## config.mk

```make
export PLATFORM = sky130hd
export DESIGN_NAME = gamma_lut_bank_scheduler
export DESIGN_NICKNAME = d
export VERILOG_FILES = /design/src/rtl/gamma_lut_bank_scheduler.sv
export SDC_FILE = /design/constraint.sdc
export NUM_CORES = 1
export LEC_CHECK = 0
export ABC_AREA = 1
export BUFFER_PORTS_ARGS = -buffer_cell sky130_fd_sc_hd__buf_4
export CAP_MARGIN = 25
export CORE_ASPECT_RATIO = 1.5
export CORE_MARGIN = 4
export CORE_UTILIZATION = 56
export CTS_BUF_LIST = sky130_fd_sc_hd__clkbuf_4 sky130_fd_sc_hd__clkbuf_8
export DETAILED_ROUTE_END_ITERATION = 16
export GPL_TIMING_DRIVEN = 0
export HOLD_SLACK_MARGIN = 0.06
export PLACE_DENSITY = 0.78
export RECOVER_POWER = 25
export SETUP_SLACK_MARGIN = 0.15
export SLEW_MARGIN = 10
export SYNTH_ARGS = -nofsm -noshare
export SYNTH_HDL_FRONTEND = slang
export SYNTH_SLANG_ARGS = --single-unit
```

## constraint.sdc

```tcl
create_clock -name clk -period 3.05 [get_ports clk]
set_input_delay 0.4575 -clock clk [delete_from_list [all_inputs] [get_ports clk]]
set_output_delay 0.4575 -clock clk [all_outputs]
set_load 0.005 [all_outputs]
```

## src/rtl/gamma_lut_bank_scheduler.sv

```systemverilog
// Purpose: buffers host gamma-LUT writes, drains them into the shadow bank, swaps banks at a frame edge after commit.
// Latency: push -> lut_we is 2 cycles minimum; active_bank/swap_pulse change the cycle after the qualifying vsync edge.
// Backpressure: wr_ready drops while the FIFO is full or a swap is armed. Optional ARMED timeout: GAMMA_SCHED_TIMEOUT_EN.

module sync_fifo #(
  parameter int WIDTH = 8,
  parameter int DEPTH = 8
) (
  input  logic             clk,
  input  logic             rst,
  input  logic             push_vld,
  input  logic [WIDTH-1:0] push_dat,
  input  logic             pop_rdy,
  output logic [WIDTH-1:0] pop_dat,
  output logic             empty,
  output logic             full
);
  localparam int PW = $clog2(DEPTH);

  logic [WIDTH-1:0] mem [DEPTH];
  logic [PW:0]      wr_ptr;
  logic [PW:0]      rd_ptr;

  // Pointer update; the extra MSB separates full from empty when the indices match.
  always_ff @(posedge clk or posedge rst) begin
    if (rst) begin
      wr_ptr <= '0;
      rd_ptr <= '0;
    end else begin
      if (push_vld) wr_ptr <= wr_ptr + 1'b1;
      if (pop_rdy)  rd_ptr <= rd_ptr + 1'b1;
    end
  end

  // Storage array; contents are don't-care until written, so no reset.
  always_ff @(posedge clk) begin
    if (push_vld) mem[wr_ptr[PW-1:0]] <= push_dat;
  end

  assign pop_dat = mem[rd_ptr[PW-1:0]];
  assign empty   = (wr_ptr == rd_ptr);
  assign full    = (wr_ptr[PW] != rd_ptr[PW]) && (wr_ptr[PW-1:0] == rd_ptr[PW-1:0]);
endmodule

module gamma_lut_bank_scheduler #(
  parameter int ADDR_WIDTH     = 10,
  parameter int DATA_WIDTH     = 10,
  parameter int FIFO_DEPTH     = 8,
  parameter int VSYNC_POL      = 1,
  parameter int TIMEOUT_CYCLES = 4000000
) (
  input  logic                  clk,
  input  logic                  reset,
  input  logic                  vsync_in,
  input  logic                  wr_valid,
  output logic                  wr_ready,
  input  logic [1:0]            wr_chan,
  input  logic [ADDR_WIDTH-1:0] wr_addr,
  input  logic [DATA_WIDTH-1:0] wr_data,
  input  logic                  commit,
  output logic [2:0]            lut_we,
  output logic [ADDR_WIDTH-1:0] lut_addr,
  output logic [DATA_WIDTH-1:0] lut_data,
  output logic                  lut_wr_bank,
  output logic                  active_bank,
  output logic                  swap_pulse,
  output logic                  busy,
  output logic                  timeout_flag
);
  localparam int   EW     = 2 + ADDR_WIDTH + DATA_WIDTH;
  localparam logic VS_INV = (VSYNC_POL == 0);

  if (FIFO_DEPTH < 2 || (FIFO_DEPTH & (FIFO_DEPTH - 1)) != 0 || TIMEOUT_CYCLES < 1) begin : g_bad_params
    $error("gamma_lut_bank_scheduler: FIFO_DEPTH must be a power of 2 >= 2 and TIMEOUT_CYCLES >= 1");
  end

  typedef enum logic [1:0] {IDLE, DRAIN, ARMED, SWAP} state_t;

  typedef struct packed {
    logic [1:0]            chan;
    logic [ADDR_WIDTH-1:0] addr;
    logic [DATA_WIDTH-1:0] data;
  } wr_ent_t;

  state_t  state_q;
  state_t  state_d;
  wr_ent_t push_ent;
  wr_ent_t pop_ent;
  logic    fifo_empty;
  logic    fifo_full;
  logic    push;
  logic    pop;
  logic    vs_n;
  logic    vs_n_q;
  logic    frame_edge;
  logic    commit_ok;
  logic    commit_pending;
  logic    force_swap;

  assign wr_ready   = !fifo_full && (state_q != ARMED);
  assign push       = wr_valid && wr_ready;
  // Draining stops while armed so the shadow bank is frozen until the swap.
  assign pop        = !fifo_empty && (state_q != ARMED);
  assign push_ent   = '{chan: wr_chan, addr: wr_addr, data: wr_data};
  assign vs_n       = vsync_in ^ VS_INV;
  assign frame_edge = vs_n && !vs_n_q;
  // A commit is only honoured before the swap is armed; later ones would double-swap.
  assign commit_ok  = commit && ((state_q == IDLE) || (state_q == DRAIN));
  assign swap_pulse = (state_q == SWAP);
  assign busy       = (state_q != IDLE) || !fifo_empty || (|lut_we);

  sync_fifo #(.WIDTH(EW), .DEPTH(FIFO_DEPTH)) u_wr_fifo (
    .clk      (clk),
    .rst      (reset),
    .push_vld (push),
    .push_dat (push_ent),
    .pop_rdy  (pop),
    .pop_dat  (pop_ent),
    .empty    (fifo_empty),
    .full     (fifo_full)
  );

`ifdef GAMMA_SCHED_TIMEOUT_EN
  localparam int TW = $clog2(TIMEOUT_CYCLES + 1);
  logic [TW-1:0] armed_cnt;
  logic          timeout_q;

  assign force_swap   = (state_q == ARMED) && !frame_edge && (armed_cnt == TW'(TIMEOUT_CYCLES - 1));
  assign timeout_flag = timeout_q;

  // Count cycles spent armed; restarts every time the FSM leaves ARMED.
  always_ff @(posedge clk or posedge reset) begin
    if (reset)                  armed_cnt <= '0;
    else if (state_q == ARMED)  armed_cnt <= armed_cnt + 1'b1;
    else                        armed_cnt <= '0;
  end

  // Sticky record of a forced swap, cleared by the next honoured commit.
  always_ff @(posedge clk or posedge reset) begin
    if (reset)           timeout_q <= 1'b0;
    else if (force_swap) timeout_q <= 1'b1;
    else if (commit_ok)  timeout_q <= 1'b0;
  end
`else
  assign force_swap   = 1'b0;
  assign timeout_flag = 1'b0;
`endif

  // State register and vsync history for edge detection.
  always_ff @(posedge clk or posedge reset) begin
    if (reset) begin
      state_q <= IDLE;
      vs_n_q  <= 1'b0;
    end else begin
      state_q <= state_d;
      vs_n_q  <= vs_n;
    end
  end

  // Next-state logic. Writes arriving in the same cycle keep the FSM out of ARMED/IDLE
  // so every accepted write lands in the bank that the pending commit publishes.
  always_comb begin
    state_d = state_q;
    case (state_q)
      IDLE: begin
        if (commit || push || !fifo_empty) state_d = DRAIN;
      end
      DRAIN: begin
        if (commit_pending && fifo_empty && (lut_we == 3'b000) && !push)
          state_d = ARMED;
        else if (fifo_empty && !commit_pending && !commit && !push)
          state_d = IDLE;
      end
      ARMED: begin
        if (frame_edge || force_swap) state_d = SWAP;
      end
      SWAP: begin
        state_d = IDLE;
      end
      default: state_d = IDLE;
    endcase
  end

  // Pending commit: set by an honoured commit, consumed by the swap.
  always_ff @(posedge clk or posedge reset) begin
    if (reset)                 commit_pending <= 1'b0;
    else if (state_q == SWAP)  commit_pending <= 1'b0;
    else if (commit_ok)        commit_pending <= 1'b1;
  end

  // Bank flips on entry to SWAP so it changes together with swap_pulse.
  always_ff @(posedge clk or posedge reset) begin
    if (reset)                                   active_bank <= 1'b0;
    else if (state_q == ARMED && state_d == SWAP) active_bank <= ~active_bank;
  end

  // Registered LUT write port; lut_wr_bank is captured with each write so it stays aligned with lut_we.
  always_ff @(posedge clk or posedge reset) begin
    if (reset) begin
      lut_we      <= 3'b000;
      lut_addr    <= '0;
      lut_data    <= '0;
      lut_wr_bank <= 1'b0;
    end else if (pop) begin
      lut_we      <= (pop_ent.chan == 2'd3) ? 3'b111 : (3'b001 << pop_ent.chan);
      lut_addr    <= pop_ent.addr;
      lut_data    <= pop_ent.data;
      lut_wr_bank <= ~active_bank;
    end else begin
      lut_we      <= 3'b000;
    end
  end
endmodule

```

# [Word level (Yosys, flattened, before mapping)]
# Memory sizes are Yosys's and may differ from the RTL's.
# Index checks and enable logic that the tools add are counted.
[totals] register_bits=37 mem_bits_rw=176 in_bits=27 out_inout_bits=29 word_cells=64 memories=1
[mem_list] memory="u_wr_fifo.mem" words=8 word_bits=22 rd=1 rd_ports_with_merged_regs=0 write_ports=1 line_no="20" source="logic [WIDTH-1:0] mem [DEPTH];"
[op_classes] addsub=2 eq_ne=9 shifts=1 mux=11 bitwise_logic=1 n_reduce_logical=29
[ops] cell="1-bit logical AND" n=13
[ops] cell="4-bit by 1-bit adder with 4-bit output, second input constant" n=2
[ops] cell="2-bit == test, second input constant" n=4
[ops] cell="2-bit two-way mux" n=4
[ops] cell="2-bit one-hot mux with 4 select lines" n=1
[ops] cell="1-bit zero test" n=6
[ops] cell="3-bit two-way mux" n=2
[ops] cell="1-bit logical OR" n=5
[ops] cell="4-bit == test" n=1
[ops] cell="1-bit two-way mux" n=4
[ops] cell="2-bit nonzero test" n=2
[ops] cell="3-bit == test" n=1
[ops] cell="3-bit zero test" n=1
[ops] cell="3-bit OR reduction" n=1
[ops] cell="1-bit by 2-bit << shifter with 3-bit output, first input constant" n=1
[ops] cell="2-bit by 1-bit == test with 1-bit output, second input constant" n=1
[ops] cell="2-bit zero test" n=1
[ops] cell="2-bit != test, second input constant" n=1
[ops] cell="1-bit != test" n=1
[ops] cell="1-bit NOT" n=1

# [Logic depth before layout (Yosys ltp)]
# Gate-level depths: netlist of run 1.
[depth] word_depth=12 ltp_mapped=11 ltp_nobuf=9

# [By module]
# From an unflattened synthesis of run 1, not the netlist that was laid out.
[hier_totals] hier_cells=958 area_unflattened_um2=9382.7
[by_module_without_submodules] module="sync_fifo" instances=1 cells_per_inst=814 area_each_um2=8131.5 seq_area_each_um2=5485.3
[by_module_without_submodules] module="gamma_lut_bank_scheduler" instances=1 cells_per_inst=144 area_each_um2=1251.2 seq_area_each_um2=725.7

# [Worst setup path after synthesis of run 1]
# No wires, ideal clock.
[synth_path] path_type="flip-flop to flip-flop" from="register u_wr_fifo.rd_ptr[1]" to="memory u_wr_fifo.mem[6][0] (netlist bit), enable pin" setup_time_ns=0.429 arrival_ns=2.657 t_required_ns=2.621 slack_ns=-0.036 stages_incl_launch_ff=10 n_path_buf=1 synth_period_minus_slack_ns=3.086 path_cell_list="dfrtp_1 > buf_2 > nand2_1 > nand2_2 > inv_1 > nand4_1 > nand3_2 > inv_2 > nand2_2 > nor3_1"
[synth_between] elab_chain_len=7
[synth_lines] item="start: declaration" line_no="22" source="logic [PW:0] rd_ptr;"
[synth_lines] item="start signal: assignment" line_no="31" source="if (pop_rdy) rd_ptr <= rd_ptr + 1'b1;"
[synth_lines] item="3-bit == test" line_no="42" source="assign full = (wr_ptr[PW] != rd_ptr[PW]) && (wr_ptr[PW-1:0] == rd_ptr[PW-1:0]);"
[synth_lines] item="1-bit logical AND" line_no="42"
[synth_lines] item="1-bit zero test" line_no="100" source="assign wr_ready = !fifo_full && (state_q != ARMED);"
[synth_lines] item="1-bit logical AND" line_no="100"
[synth_lines] item="1-bit logical AND" line_no="101" source="assign push = wr_valid && wr_ready;"
[synth_lines] item="1-bit two-way mux" line_no="37" source="if (push_vld) mem[wr_ptr[PW-1:0]] <= push_dat;"
[synth_lines] item="1-bit two-way mux (implied by the code)" line_no="37"
[synth_lines] item="end: declaration" line_no="20"
# Every way passes these cells.

# [Worst setup path after layout of run 1]
[layout_path] from="register u_wr_fifo.rd_ptr[1]" to="memory u_wr_fifo.mem[6][10] (netlist bit), enable pin"
# The elaborated chain is that of the path after synthesis.

==> metrics.csv, run 1 <==
metric,value,unit
cts hold-fix bufs,1,
Layout area overhead,15.68,%
# rows,54,
Max-cap violations,0,
Synth warnings,0,
total routing usage reported by global routing,0.2430,
mapped cell area,8373,sq um
DRT Pass-1 Iters,5,
worst slew pin tran,874.7,ps
ys async rst share,0.1737,
proportion of layout cells with a drive suffix above 1,0.1615,
vias per cell,5.997,
Slew HR,0.4155,
# clock sinks,213,
Final Max Slew Viols,0,
routed len/inst,20.98,um
Skew-Pair Late Insertion Delay,560,ps
Synth Instances,664,
Synth Area per Inst,12.61,sq um
Worst EP required,3300,ps
DR DRC count,0,
most frequent cells in the layout,"edfxtp_1 (176), nor2_1 (120), o21ai_0 (92)",
final design utilization,0.6637,
post-synthesis sequential area ratio,0.7418,
vias in the first global route,6001,
die extent in y,157.8,um
clock tree buffer depth,3,
Post-CTS Setup Inserts,0,
Worst EP arrival,2940,ps
crit-path leading delay family,simple AND/OR/NAND/NOR gates,
crit path cell chain,"buf_2, nand2_1, nand2_2, inv_1, nand4_1, nand3_2, inv_2, nand2_2, nor3_4, buf_16",
"Top cell by count, worst path",nand2_2,
routability cong.,0.8143,
CP bufs+invs,4,
"Setup violations, final",0,
critical path depth,10,
Pwr per Cell Area,1036,nW/um^2
Core ar.,14590,sq um
Max Freq,371.7,MHz
worst clock skew,26.92,ps
total wire length,20350,um
slowest CP cell,nor3_4,
IO Port Bufs,54,
Diodes inserted,0,
run status,completed,
H-tree Lvls,1,
Fill cells,1076,
post-route ant nets,0,
"reg-to-reg slack, setup",360,ps
Initial Util,0.5737,
first-pass GRT wire length,31490,um
CTS tree,built,
initial antenna violation count,0,
CTS Root Cell,clkbuf_8,
I/O Pins,56,
crit-path max cell delay,650,ps
post-cts resize count,0,
leakage,0.003504,uW
FF-to-FF path depth,10,
"Top FF cell, synth",edfxtp_1,
DP HPWL,12810,um
Final Cycle Share,0.8820,
Max Fanout on Critical Path,12,
worst hold path type,in2async,
clock buffer count from CTS,29,
hold violation total from the final report,0,
post-route insts no fill,970,
Detailed Route Iter0 Violations,556,
critical path class,reg2reg,
Startpoint Class,flop,
"FF+latch count, synth",213,
Worst VDD drop,654.7,uV
"Distinct cells, synth",31,
largest net degree at the start of global routing,38,
"Reg clk slew, reported paths",70,ps
Syn Nets,695,
nets,783,
die area,17010,sq um
die width,107.8,um
placed cell count,916,
RSZ-0062 raised after global routing,no,
critical path endpoint category,flop,
GRT overflow,0,
vias,5817,
Post-synth EDFFs,176,
"commonest non-fill, non-tap cell in the layout",edfxtp_1,
min Tclk post-route,2690,ps
## worst reg2reg max path, delay by kind of cell, from the launching register on
kind / cells / cell delay (ps)
and+or+nand+nor: 6 / 1330
DFF: 1 / 380
buffers and inverters: 4 / 670
## Yosys cell counts (all sizes together) (2+ instances only)
cell type / count / share of area
nand3: 7 / 0.0048
nand4: 2 / 0.0015
a31oi: 20 / 0.015
inv: 21 / 0.010
clkbuf: 24 / 0.011
dfrtp: 37 / 0.11
edfxtp: 176 / 0.63
o22ai: 43 / 0.032
o21ai: 93 / 0.056
ha: 4 / 0.0060
nand2: 83 / 0.041
buf: 14 / 0.012
xor2: 5 / 0.0052
nor3: 2 / 0.0012
nor2: 129 / 0.060
## per-stage QoR
step | total power (uW) | hold slack [ps] | TNS [ps] | area [sq um] | worst slack [ps]
detailed placement | 7764 | 478.7 | 0 | 9135 | 394.8
finish | 10030 | 90.39 | 0 | 9686 | 359.8
global placement | 7483 | 468.4 | -51860 | 9029 | -408.3
floorplan | 6290 | 463.2 | 0 | 8378 | 571.7
global route | 10570 | 150.1 | 0 | 9686 | 196.6
CTS | 10020 | 108.1 | 0 | 9761 | 353.5
## layer usage
| metal | GRT usage | vias up | wire (um) |
|---|---|---|---|
| met5 | 0 | - | 0 |
| met4 | 0.1179 | 0 | 707 |
| met3 | 0.03386 | 58 | 1315 |
| met2 | 0.4333 | 308 | 10850 |
| met1 | 0.2887 | 2891 | 7480 |
| li1 | - | 2560 | - |
## where the power goes
part,switching [uW],internal [uW],total [uW]
Clock,1020,1250,2270
Combinational,2490,1210,3700
Sequential,260,3800,4060
## state kept, by name (all words and copies together), names as in the netlist
register          count
state_q               2
u_wr_fifo.rd_ptr      4
u_wr_fifo.wr_ptr      4
lut_addr             10
lut_wr_bank           1
active_bank           1
vs_n_q                1
u_wr_fifo.mem       176
lut_we                3
lut_data             10
commit_pending        1
## path summary, 6_finish.rpt
kind / startpoint / to
max: u_wr_fifo.rd_ptr[1] / u_wr_fifo.mem[6][10]
min: reset / lut_data[4]
max reg2reg: u_wr_fifo.rd_ptr[1] / u_wr_fifo.mem[6][10]
min reg2reg: u_wr_fifo.wr_ptr[3] / u_wr_fifo.wr_ptr[3]
max in group asynchronous: reset / lut_addr[2]
min in group clk: wr_chan[0] / u_wr_fifo.mem[6][20]
## final cells by class
cell class                 instances  area [sq um]  share of cell area
multi-input combinational        392          1946              0.2009
timing repair buffer              57         395.4             0.04082
clock buffer                      43         510.5             0.05271
tap                              196         245.2             0.02532
buffer                            38         186.4             0.01925
sequential                       213          6211              0.6413
inverter                          21         86.33            0.008914
clock inverter                    10         105.1             0.01085
## cell families (layout without fill, tap and decap cells)
kind of cell             Yosys count  in the layout  share of synthesized area
other                              1              1                  0.0004479
AO/OA/AOI/OAI                    158            158                     0.1043
adder cells (fa/ha/maj)            4              4                   0.005978
buffers and inverters             59            169                    0.03258
XOR/XNOR                           6              6                   0.006276
flip-flops                       213            213                     0.7418
AND/OR/NAND/NOR                  223            223                     0.1086
No activity file was read; power rests on OpenSTA's default activity.
==> run 2: changes to the inputs <==
--- a/config.mk
+++ b/config.mk
@@ -12,4 +12,3 @@
 export CORE_MARGIN = 4
-export CORE_UTILIZATION = 56
-export CTS_BUF_LIST = sky130_fd_sc_hd__clkbuf_4 sky130_fd_sc_hd__clkbuf_8
+export CORE_UTILIZATION = 54
 export DETAILED_ROUTE_END_ITERATION = 16
@@ -17,3 +16,3 @@
 export HOLD_SLACK_MARGIN = 0.06
-export PLACE_DENSITY = 0.78
+export PLACE_DENSITY = 0.74
 export RECOVER_POWER = 25
--- a/constraint.sdc
+++ b/constraint.sdc
@@ -3,2 +3,2 @@
 set_output_delay 0.4575 -clock clk [all_outputs]
-set_load 0.005 [all_outputs]
+set_load 0.1 [all_outputs]
==> run 2 against run 1 <==
Wire length down 2.6%; clock skew down 14 ps; register-to-register slack improved by 40 ps; non-clock buffer count rose by 1; sequential cell count stayed put; power grew 12%; fmax rose by 1.6%; clock power hardly changed.
==> metrics.csv, run 2 (synthesis results as in run 1) <==
metric,value,unit
Skew-Pair Late Insertion Delay,480,ps
initial antenna violation count,0,
die extent in y,160.5,um
# rows,55,
IO Port Bufs,54,
final instance area,9691,sq um
die area,17600,sq um
die width,109.7,um
total wire length,19820,um
Max Fanout on Critical Path,13,
routed len/inst,20.77,um
Worst EP arrival,2830,ps
Pwr per Cell Area,1163,nW/um^2
Diodes inserted,0,
worst clock skew,12.77,ps
DP HPWL,12660,um
clock buffer count from CTS,19,
RSZ-0062 raised after global routing,no,
Core ar.,15140,sq um
worst hold path type,in2reg,
Initial Util,0.5531,
hold violation total from the final report,0,
Slew HR,0.4040,
Max Freq,377.7,MHz
"Setup violations, final",0,
Startpoint Class,flop,
Final Cycle Share,0.8681,
"Top cell by count, worst path",nand2_2,
routability cong.,0.8409,
proportion of layout cells with a drive suffix above 1,0.1457,
vias in the first global route,5748,
nets,774,
crit-path max cell delay,600,ps
H-tree Lvls,1,
run status,completed,
critical path class,reg2reg,
post-route setup slack,402.2,ps
crit path cell chain,"buf_2, nand2_1, nand2_2, inv_1, nand4_1, nand3_2, inv_2, nand2_2, nor3_4, buf_16",
Max-cap violations,0,
Place WS,447.8,ps
Final Power,11270,uW
Detailed Route Iter0 Violations,480,
slowest CP cell,nor3_4,
"commonest non-fill, non-tap cell in the layout",edfxtp_1,
critical path endpoint category,flop,
setup TNS,0,ps
min Tclk post-route,2648,ps
I/O Pins,56,
DP Area,9164,sq um
Post-CTS Setup Inserts,0,
CTS tree,built,
most frequent cells in the layout,"edfxtp_1 (176), nor2_1 (120), o21ai_0 (92)",
Worst EP required,3230,ps
post-cts resize count,0,
DR DRC count,0,
# clock sinks,213,
"Reg clk slew, reported paths",70,ps
leakage,0.003485,uW
CTS Root Cell,clkbuf_16,
clock tree buffer depth,3,
post-route ant nets,0,
DRT Pass-1 Iters,5,
GRT overflow,0,
largest net degree at the start of global routing,32,
total routing usage reported by global routing,0.2266,
cts hold-fix bufs,1,
max reg flops,176,
Final Max Slew Viols,0,
first-pass GRT wire length,30330,um
post-route insts no fill,954,
vias per cell,5.888,
vias,5617,
Layout area overhead,15.74,%
worst slew pin tran,891.9,ps
Worst VDD drop,636.0,uV
placed cell count,920,
run 2: cell types whose count changed in the layout (fill, tap and decap cells not counted), sizes merged:
| cell | change |
|---|---|
| bufinv | -1 |
| clkinvlp | +1 |
| clkinv | +3 |
| buf | +3 |
| clkbuf | -25 |
run 2: per-stage QoR:
step / utilization / hold WS [ps]
2_1_floorplan: - / 463.2
6_report: 0.6401 / 124.4
4_1_cts: 0.6443 / 91.49
5_1_grt: 0.6401 / 119.4
3_3_place_gp: 0.5966 / 468.1
3_5_place_dp: 0.6053 / 387.5
run 2: area by class of cell:
class,count,area [sq um]
Buffer,38,186.4
Clock buffer,20,479.2
Clock inverter,13,101.3
Fill cell,1150,5449
Inverter,21,86.33
Multi-Input combinational cell,392,1951
Sequential cell,213,6211
Tap cell,199,249.0
Timing Repair Buffer,58,426.7
run 2: layer usage:
| layer | GRT usage | vias up | wire length (um) |
|---|---|---|---|
| met2 | 0.3947 | 277 | 10480 |
| li1 | - | 2536 | - |
| met3 | 0.02895 | 64 | 1490 |
| met1 | 0.2786 | 2740 | 7062 |
| met4 | 0.1004 | 0 | 789 |
| met5 | 0 | - | 0 |
run 2: final timing paths:
kind	startpoint	to	slack, ps	cells past startpoint
worst min register to register	active_bank	active_bank	500	1
max in group asynchronous	reset	lut_addr[5]	2170	4
worst max-delay path	u_wr_fifo.rd_ptr[1]	u_wr_fifo.mem[6][10]	400	10
min in group asynchronous	reset	lut_data[6]	450	3
worst min-delay path	vsync_in	vs_n_q	120	1
worst max register to register	u_wr_fifo.rd_ptr[1]	u_wr_fifo.mem[6][10]	400	10
run 2: report_power, final:
group          total (uW)  switching (uW)  internal, uW
clock                2250            1010          1240
sequential           4040             242          3800
combinational        4980            3750          1230
run 2: worst max-delay path, delay by kind of cell (launching register included):
family / cells / cell delay, ps
buf+inv: 4 / 690
flops: 1 / 380
simple gates: 6 / 1270
==> run 3: changes to the inputs <==
- clock period: 3.05 -> 2.3 ns (I/O delays scaled with it)
==> run 3 against run 2 <==
Global-route usage increased by 2.1 points; clock skew up 12 ps; largest cell class unchanged; highest routed layer unchanged; via count rose by 6.4%; count of clock-buffer cells in the layout increased by 9; clock power rose by 45%; final area up 5.8%; non-clock buffer count increased by 29.
==> metrics.csv, run 3 (synthesis results as in run 1) <==
metric,value,unit
die width,109.7,um
clock tree buffer depth,3,
Max Freq,460.9,MHz
initial antenna violation count,0,
FF-to-FF path depth,11,
Initial Util,0.5531,
sw frac,0.4430,
IO Port Bufs,54,
DRT Pass-1 Iters,7,
Startpoint Class,flop,
routed len/inst,22.53,um
routability cong.,0.8067,
vias,5978,
clock buffer count from CTS,20,
GRT overflow,0,
largest net degree at the start of global routing,31,
"Reg clk slew, reported paths",70,ps
I/O Pins,56,
proportion of layout cells with a drive suffix above 1,0.1952,
final instance area,10250,sq um
total wire length,22380,um
DP HPWL,12760,um
Critical Path Start,u_wr_fifo.wr_ptr[1],
clock share of power,0.204,
Skew-Pair Late Insertion Delay,500,ps
Cell Int Power,8893,uW
"commonest non-fill, non-tap cell in the layout",edfxtp_1,
Core ar.,15140,sq um
Worst EP required,2500,ps
"Setup violations, final",0,
Diodes inserted,0,
die extent in y,160.5,um
Max Fanout on Critical Path,8,
Comb power frac,0.457,
setup TNS,0,ps
run status,completed,
DP Area,9143,sq um
Worst EP arrival,2370,ps
CTS Root Cell,clkbuf_16,
Pwr per Cell Area,1558,nW/um^2
worst slew pin tran,659.1,ps
nets,811,
H-tree Lvls,1,
min Tclk post-route,2170,ps
Slew HR,0.5606,
placed cell count,919,
critical path class,reg2reg,
hold violation total from the final report,0,
most frequent cells in the layout,"edfxtp_1 (176), nor2_1 (120), o21ai_0 (91)",
critical path endpoint category,flop,
Hold Path Depth,1,
Final Max Slew Viols,0,
sequential fraction of design power,0.339,
worst clock skew,24.81,ps
Layout area overhead,22.41,%
switching power total,7074,uW
vias in the first global route,6002,
# clock sinks,213,
total routing usage reported by global routing,0.2475,
post-route ant nets,0,
die area,17600,sq um
RSZ-0062 raised after global routing,yes,
# rows,55,
Max-cap violations,0,
Final Cycle Share,0.9434,
Detailed Route Iter0 Violations,586,
first-pass GRT wire length,32500,um
max reg flops,176,
vias per cell,6.020,
DR DRC count,0,
leakage,0.003727,uW
worst r2r src,u_wr_fifo.wr_ptr[1],
worst hold path type,in2reg,
CTS tree,built,
HP Start,wr_data[2],
post-route insts no fill,993,
Worst VDD drop,909.1,uV
run 3: cell count changes in the layout (fill, tap and decap cells not counted), moves of 5 or more:
| cell | delta |
|---|---|
| buf_4 | +15 |
| dfrtp_1 | -5 |
| nor2_4 | +7 |
| buf_12 | +8 |
| buf_6 | +6 |
run 3: what timing repair did:
item                                    in CTS  in global routing
pin swaps                                   11                 12
endpoints found under the setup margin     179                169
setup buffers                               16                 12
endpoints found under the hold margin        9                  0
hold buffers                                 2                  0
gates resized for setup                     18                 20
gates cloned                                 8                  0
run 3: power by group through the flow:
stage          Clock (uW)  Combinational [uW]  Sequential [uW]
2_1_floorplan           0                3020             7010
3_3_place_gp            0                6260             5420
3_5_place_dp            0                6560             5440
4_1_cts              3260                6950             5370
5_1_grt              3430                7730             5460
6_report             3260                7300             5410
run 3: through the flow:
stage | power [uW] | hold WS, ps | setup slack (ps) | utilization
detailed placement | 12000 | 296.0 | -311.1 | 0.6039
global route | 16610 | 95.03 | 62.64 | 0.6770
floorplan | 10030 | 376.4 | -178.3 | -
global placement | 11680 | 464.9 | -1228 | 0.5970
CTS | 15580 | 71.55 | 103.8 | 0.6706
finish | 15970 | 96.37 | 130.3 | 0.6770
run 3: area by class of cell:
type,count,area (sq um)
Sequential cell,213,6220
Timing Repair Buffer,87,762.0
Buffer,38,205.2
Clock buffer,29,616.8
Fill cell,1027,4890
Clock inverter,7,40.04
Tap cell,199,249.0
Inverter,21,96.34
Multi-Input combinational cell,399,2061
run 3: worst max-delay path: stages, from the launching register on:
cell,delay [ps]
dfrtp_1,450
inv_2,110
nand2_2,60
nand2_2,100
inv_2,30
nand4_1,150
nand3_4,180
inv_6,140
nand2_8,120
nor3_4,230
buf_6,150
buf_16,120
run 3: worst paths after layout:
| path | slack [ps] | endpoint |
|---|---|---|
| worst max-delay path | 130 | u_wr_fifo.mem[6][6] |
| worst min-delay path | 100 | u_wr_fifo.mem[5][2] |
| worst max register to register | 130 | u_wr_fifo.mem[6][6] |
| worst min register to register | 510 | active_bank |
| max in group asynchronous | 1500 | lut_we[1] |
| min in group asynchronous | 340 | lut_data[0] |
run 3: routing by layer:
layer,routed length [um],global-route usage
met1,7688,0.2949
met2,11950,0.4386
met3,1892,0.03418
met4,849,0.1095
met5,0,0
